**src/rtl/datapath_seq_if.sv**
```systemverilog
// datapath_seq_if: issue handshake and register-file port bundle for datapath_seq
interface datapath_seq_if #(parameter int n = 16);
   logic s, ready, write, done;
   logic [15:0] instr;
   logic [n-1:0] rf_data_out, data_in;
   logic [2:0] readnum, writenum, status;
   modport master (output s, instr, rf_data_out, input ready, readnum, writenum, write, data_in, status, done);
   modport slave (input s, instr, rf_data_out, output ready, readnum, writenum, write, data_in, status, done);
endinterface

```
**src/rtl/datapath_seq.sv**
```systemverilog
// datapath_seq: fetch/execute/write-back sequencer for an 8xn register file; DATAPATH_SEQ_SHIFT_EN compiles in the B-operand shifter
module datapath_seq #(parameter int n = 16) (
   input logic clk,
   input logic reset_n,
   datapath_seq_if.slave bus
);
   typedef enum logic [2:0] {IDLE, RDA, RDB, EXEC, WB} state_t;
   state_t state_q, state_d;
   logic [15:0] ir_q, ir_d;
   logic [n-1:0] a_q, a_d, b_q, b_d, c_q, c_d, data_in_q, data_in_d, diff, alu, shb, imm;
   logic [2:0] status_q, status_d, readnum_q, readnum_d, writenum_q, writenum_d, op;
   assign op = ir_q[15:13];
   assign imm = {{(n-8){ir_q[7]}}, ir_q[7:0]};
`ifdef DATAPATH_SEQ_SHIFT_EN
   assign shb = ir_q[4:3] == 2'b01 ? {bus.rf_data_out[n-2:0], 1'b0} :
                ir_q[4:3] == 2'b10 ? {1'b0, bus.rf_data_out[n-1:1]} :
                ir_q[4:3] == 2'b11 ? {bus.rf_data_out[n-1], bus.rf_data_out[n-1:1]} : bus.rf_data_out;
`else
   assign shb = bus.rf_data_out;
`endif
   always_comb begin
      state_d = state_q;
      ir_d = ir_q;
      a_d = a_q;
      b_d = b_q;
      c_d = c_q;
      status_d = status_q;
      readnum_d = readnum_q;
      writenum_d = writenum_q;
      data_in_d = data_in_q;
      diff = a_q - b_q;
      alu = op == 3'b001 ? b_q : op == 3'b010 ? a_q + b_q : op == 3'b100 ? a_q & b_q : op == 3'b101 ? ~b_q : diff;
      case (state_q)
         IDLE: if (bus.s && bus.instr[15:14] != 2'b11) begin
            ir_d = bus.instr;
            state_d = bus.instr[15:13] == 3'b000 ? WB :
                      (bus.instr[15:13] == 3'b001 || bus.instr[15:13] == 3'b101) ? RDB : RDA;
         end
         RDA: begin
            readnum_d = ir_q[12:10];
            a_d = bus.rf_data_out;
            state_d = RDB;
         end
         RDB: begin
            readnum_d = ir_q[2:0];
            b_d = shb;
            state_d = EXEC;
         end
         EXEC: begin
            c_d = alu;
            status_d = op == 3'b011 ? {diff == '0, diff[n-1], (a_q[n-1] != b_q[n-1]) & (diff[n-1] != a_q[n-1])} : status_q;
            state_d = op == 3'b011 ? IDLE : WB;
         end
         WB: begin
            writenum_d = op == 3'b000 ? ir_q[12:10] : ir_q[9:7];
            data_in_d = op == 3'b000 ? imm : c_q;
            state_d = IDLE;
         end
         default: state_d = IDLE;
      endcase
   end
   always_ff @(posedge clk) begin
      if (!reset_n) begin
         state_q <= IDLE;
         ir_q <= '0;
         a_q <= '0;
         b_q <= '0;
         c_q <= '0;
         status_q <= '0;
         readnum_q <= '0;
         writenum_q <= '0;
         data_in_q <= '0;
      end else begin
         state_q <= state_d;
         ir_q <= ir_d;
         a_q <= a_d;
         b_q <= b_d;
         c_q <= c_d;
         status_q <= status_d;
         readnum_q <= readnum_d;
         writenum_q <= writenum_d;
         data_in_q <= data_in_d;
      end
   end
   // reset_n gates the outputs combinationally so a reset landing in WB suppresses the write
   assign bus.ready = state_q == IDLE;
   assign bus.readnum = reset_n ? readnum_d : '0;
   assign bus.writenum = reset_n ? writenum_d : '0;
   assign bus.data_in = reset_n ? data_in_d : '0;
   assign bus.write = reset_n & (state_q == WB);
   assign bus.done = reset_n & (state_q == WB || (state_q == EXEC && op == 3'b011));
   assign bus.status = status_q;
endmodule

```
**src/flat_wrapper.sv**
```systemverilog
// flat-port wrapper written by rule: the top's interface ports become plain ports
module datapath_seq_flat 
#(parameter int n = 16)
  (clk, reset_n, bus_s, bus_instr, bus_rf_data_out, bus_ready, bus_readnum, bus_writenum, bus_write, bus_data_in, bus_status, bus_done);
  datapath_seq_if #(.n(n)) bus_i ();
  input logic clk;
  input logic reset_n;
  input wire logic [$bits(bus_i.s)-1:0] bus_s;
  input wire logic [$bits(bus_i.instr)-1:0] bus_instr;
  input wire logic [$bits(bus_i.rf_data_out)-1:0] bus_rf_data_out;
  output wire logic [$bits(bus_i.ready)-1:0] bus_ready;
  output wire logic [$bits(bus_i.readnum)-1:0] bus_readnum;
  output wire logic [$bits(bus_i.writenum)-1:0] bus_writenum;
  output wire logic [$bits(bus_i.write)-1:0] bus_write;
  output wire logic [$bits(bus_i.data_in)-1:0] bus_data_in;
  output wire logic [$bits(bus_i.status)-1:0] bus_status;
  output wire logic [$bits(bus_i.done)-1:0] bus_done;
  assign bus_i.s = bus_s;
  assign bus_i.instr = bus_instr;
  assign bus_i.rf_data_out = bus_rf_data_out;
  assign bus_ready = bus_i.ready;
  assign bus_readnum = bus_i.readnum;
  assign bus_writenum = bus_i.writenum;
  assign bus_write = bus_i.write;
  assign bus_data_in = bus_i.data_in;
  assign bus_status = bus_i.status;
  assign bus_done = bus_i.done;
  datapath_seq #(.n(n)) u_core (.clk(clk), .reset_n(reset_n), .bus(bus_i));
endmodule
```
**config.mk**
```make
export PLATFORM = sky130hd
export DESIGN_NAME = datapath_seq_flat
export DESIGN_NICKNAME = d
export VERILOG_FILES = /design/src/rtl/datapath_seq_if.sv /design/src/rtl/datapath_seq.sv /design/src/flat_wrapper.sv
export SDC_FILE = /design/constraint.sdc
export NUM_CORES = 1
export LEC_CHECK = 0
export BUFFER_PORTS_ARGS = -buffer_cell sky130_fd_sc_hd__buf_2
export CAP_MARGIN = 5
export CELL_PAD_IN_SITES_DETAIL_PLACEMENT = 1
export CELL_PAD_IN_SITES_GLOBAL_PLACEMENT = 2
export CORE_UTILIZATION = 32
export CTS_CLUSTER_SIZE = 40
export DETAILED_ROUTE_END_ITERATION = 8
export GPL_TIMING_DRIVEN = 0
export PLACE_DENSITY_LB_ADDON = 0.3
export SYNTH_ARGS = -nofsm -noshare
export SYNTH_HDL_FRONTEND = slang
export SYNTH_SLANG_ARGS = --single-unit
```
**constraint.sdc**
```tcl
create_clock -name clk -period 3 [get_ports clk]
set_clock_uncertainty 0.15 [all_clocks]
set_input_delay 0.15 -clock clk [delete_from_list [all_inputs] [get_ports clk]]
set_output_delay 0.15 -clock clk [all_outputs]
set_load 0.02 [all_outputs]
```
==> flow_summary.yaml <==
sta:
  setup_slack_ps: -171.5
  maxSlewHeadroom_pct: 52.58
  hold_viol_final: 0
  period_share_pct: 105.7
  clock.fmax_mhz: 315.3
  tightest_slew_ps: 711.3
  slew_violations: 0
  finalSetupViolCount: 1
  setup_tns_ps: -171.5
  fin_crit_ps: 3172
  rsz0062_at_grt: "true"
floorplan:
  die_area_sq_mm: 0.01884
  die_h_um: 137.3
  rows: 49
  ios: 63
  start_util_pct: 32.60
  die_x_um: 137.3
  core-area_sq_mm: 0.01796
synthesis:
  yosysUniqueCellTypes: 67
  syn_avg_cell_area_sq_um: 7.818
  synth-edff-count: 0
  synth_xor_xnor_area_share_pct: 3.291
  synth_flop_cell: "dfxtp_1"
  yosysTopAreaCellShare_pct: 31.45
  synth_adder_area_share_pct: 7.308
  ys_top_cells_by_area: "dfxtp_1 (31%), nand2_1 (7.8%), ha_1 (6.6%)"
  synthMuxAreaShare_pct: 4.295
  seq_area_frac_synth_pct: 31.45
  synth_compound_area_share_pct: 27.80
  synthesis.area_sq_mm: 0.005856
  synth_simple_gate_area_share_pct: 20.13
  synth_top_family_by_area: "compound AO/OA/AOI/OAI gates"
  ys_warn_count: 0
  synthCells: 749
  ys_seq_elements: 92
  synth_fp_nets: 817
  synthArstFlopShare_pct: 0
  yosys.area.top_type: "dfxtp_1"
worst_setup_path:
  arrival_ps: 3290
  critPathTopFamily: "simple AND/OR/NAND/NOR gates"
  crit_slowest_cell: "or4_1"
  worstPathCellList: "inv_1 > ha_1 > buf_4 > nor2b_2 > o31a_1 > buf_6 > a211o_1 > or4_1 > or4_4 > o31ai_2"
  cp_max_fo: 7
  crit_type: "reg2reg"
  endpoint_kind: "flip-flop"
  startpoint_type: "flip-flop"
  cp.buffers_inverters: 3
  critical_path_required_ps: 3120
  critPathMaxStageDelay_ps: 490
power_and_ir_drop:
  clockPowerShare_pct: 30.7
  worst_ir_drop_vdd_mv: 0.3315
  p_switching_mw: 1.459
  power.leakage_nw: 3.122
  p_per_area_mw_per_mm2: 533.0
  combPwrFrac_pct: 35.7
  swShare_pct: 36.50
  seqPwrFrac_pct: 33.6
  intPower_mw: 2.538
final_layout:
  utilization_pct: 41.74
  regArea_sq_mm: 0.001868
  fill_cells: 2181
  fin_cells: 1105
  layout-drive-gt1-share_pct: 18.97
  finalNetCount: 938
  areaGrowthSynthToFinish_pct: 28.06
  multi_input_area_sq_mm: 0.003918
route:
  vias_per_cell: 5.373
  routedWlPerCell_um: 19.91
  firstDrtPassIters: 4
  drc: 0
  ant_nets: 0
  dr.first_iter.drc_count: 318
  wl_um: 22000
  vias: 5937
cts:
  clock_latency_ps: 360
  clock-root-buffer: "clkbuf_16"
  clk_pin_slew_ps: 70
  cts_tree: "yes"
  htreeDepth: 3
  cts_buffers: 9
  cts_buffer_depth: 2
  clock_sinks: 92
global_routing:
  grt_max_degree: 19
  grt_pass1_vias: 5976
  grt_pass1_wl_um: 33770
  track_usage_pct: 23.94
  antenna_found_initial: 0
  grt_overflow_total: 0
place:
  io_buffers: 62
  place_ws_ps: -516.0
  dp_cells: 1040
  place_congestion: 0.8576
  hpwl_um: 16800
worst_hold_path:
  hold_path_class: "in2reg"
outcome:
  status: "finished with violations"
  violations: "setup timing"
flow_run:
  cap_violations: 0
==> final timing paths <==
path	slack, ps	from	cells past startpoint	to
worst max-delay path	-170	u_core.b_q[2]	10	u_core.bus.status[2]
worst min-delay path	8	bus_instr[15]	3	u_core.ir_q[15]
worst max register to register	-170	u_core.b_q[2]	10	u_core.bus.status[2]
worst min register to register	320	u_core.c_q[3]	2	u_core.c_q[3]
==> state kept, by name, summed over array words and instances, names as in the netlist <==
| signal | cells |
|---|---|
| u_core.a_q | 16 |
| u_core.b_q | 16 |
| u_core.bus.status | 3 |
| u_core.c_q | 16 |
| u_core.data_in_q | 16 |
| u_core.ir_q | 16 |
| u_core.readnum_q | 3 |
| u_core.state_q | 3 |
| u_core.writenum_q | 3 |
==> power groups by stage <==
stage	registers, mW	clock network [mW]	logic (mW)
2_1_floorplan	1.34	0	0.795
3_3_place_gp	1.37	0	1.11
3_5_place_dp	1.37	0	1.14
4_1_cts	1.34	1.26	1.32
5_1_grt	1.35	1.30	1.54
6_report	1.34	1.23	1.43
==> through the flow <==
stage,power (mW),hold WS (ps),instance area [sq um]
finish,3.996,7.628,7498
global route,4.188,19.19,7496
CTS,3.914,1.837,7315
detailed placement,2.507,263.1,6452
global placement,2.474,249.7,6452
floorplan,2.139,144.9,5856
==> repair_timing <==
| action | CTS | global route |
|---|---|---|
| endpoints found under the setup margin | 27 | 28 |
| resized for setup | 41 | 38 |
| hold buffers | 29 | 0 |
| pin swaps | 10 | 12 |
| setup buffers | 14 | 7 |
| endpoints found under the hold margin | 45 | 0 |
==> layout make-up <==
type	count	share of cell area (%)
inverter	32	1.602
antenna	1	0.03337
clock buffer	9	3.004
buffer	51	2.903
tap	229	3.821
sequential	92	24.91
clock inverter	7	1.218
multi-input combinational	572	52.24
timing repair buffer	112	10.26
==> worst min-delay path, cell delays in order <==
cell and delay [ps]:
buf_2 130, mux2i_1 80, nor2b_1 110
==> cells in the mapped netlist, types with 5 or more instances <==
cell type  instances
and3_1             5
o21ai_0           33
nor2_1            42
a22oi_1           10
clkbuf_1          45
nand3_1           18
nand2_1          122
o31ai_1            5
xnor2_1           16
a211o_1            5
dfxtp_1           92
nor4_1             7
o211a_1           13
a21oi_1           57
o22ai_1            8
o21bai_1           5
ha_1              31
inv_1             30
mux2i_1           24
nor3_1            13
o211ai_1           7
nand2b_1           9
o21a_1             5
xor2_1             6
nor2b_1           22
a211oi_1           7
a21boi_0          41
==> cells by family (layout without fill, tap and decap cells) <==
| group | Yosys count | after routing |
|---|---|---|
| simple gates | 257 | 257 |
| compound gates | 235 | 235 |
| xor+xnor | 22 | 22 |
| other cells | 0 | 1 |
| buf+inv | 85 | 211 |
| flops | 92 | 92 |
| mux | 25 | 25 |
| fa+ha+maj | 33 | 33 |
==> layout by cell type (no fill, tap or decap), types with 18 or more instances in the layout <==
master	instances
nand2_1	121
dfxtp_1	81
buf_2	66
a21oi_1	54
a21boi_0	41
clkbuf_1	39
nor2_1	37
o21ai_0	31
inv_1	29
dlygate4sd3_1	29
ha_1	27
mux2i_1	24
nor2b_1	21
buf_4	20
nand3_1	18
==> metal layers <==
layer / track usage (%) / wire (um) / part of all wire [%] / up-vias
met4: 4.884 / 197 / 0.90 / 0
met2: 39.31 / 10210 / 46 / 111
met5: 0 / 0 / 0 / -
li1: - / - / - / 2897
met1: 33.09 / 10800 / 49 / 2911
met3: 3.495 / 795 / 3.6 / 18
No activity file was read; power rests on OpenSTA's default activity.
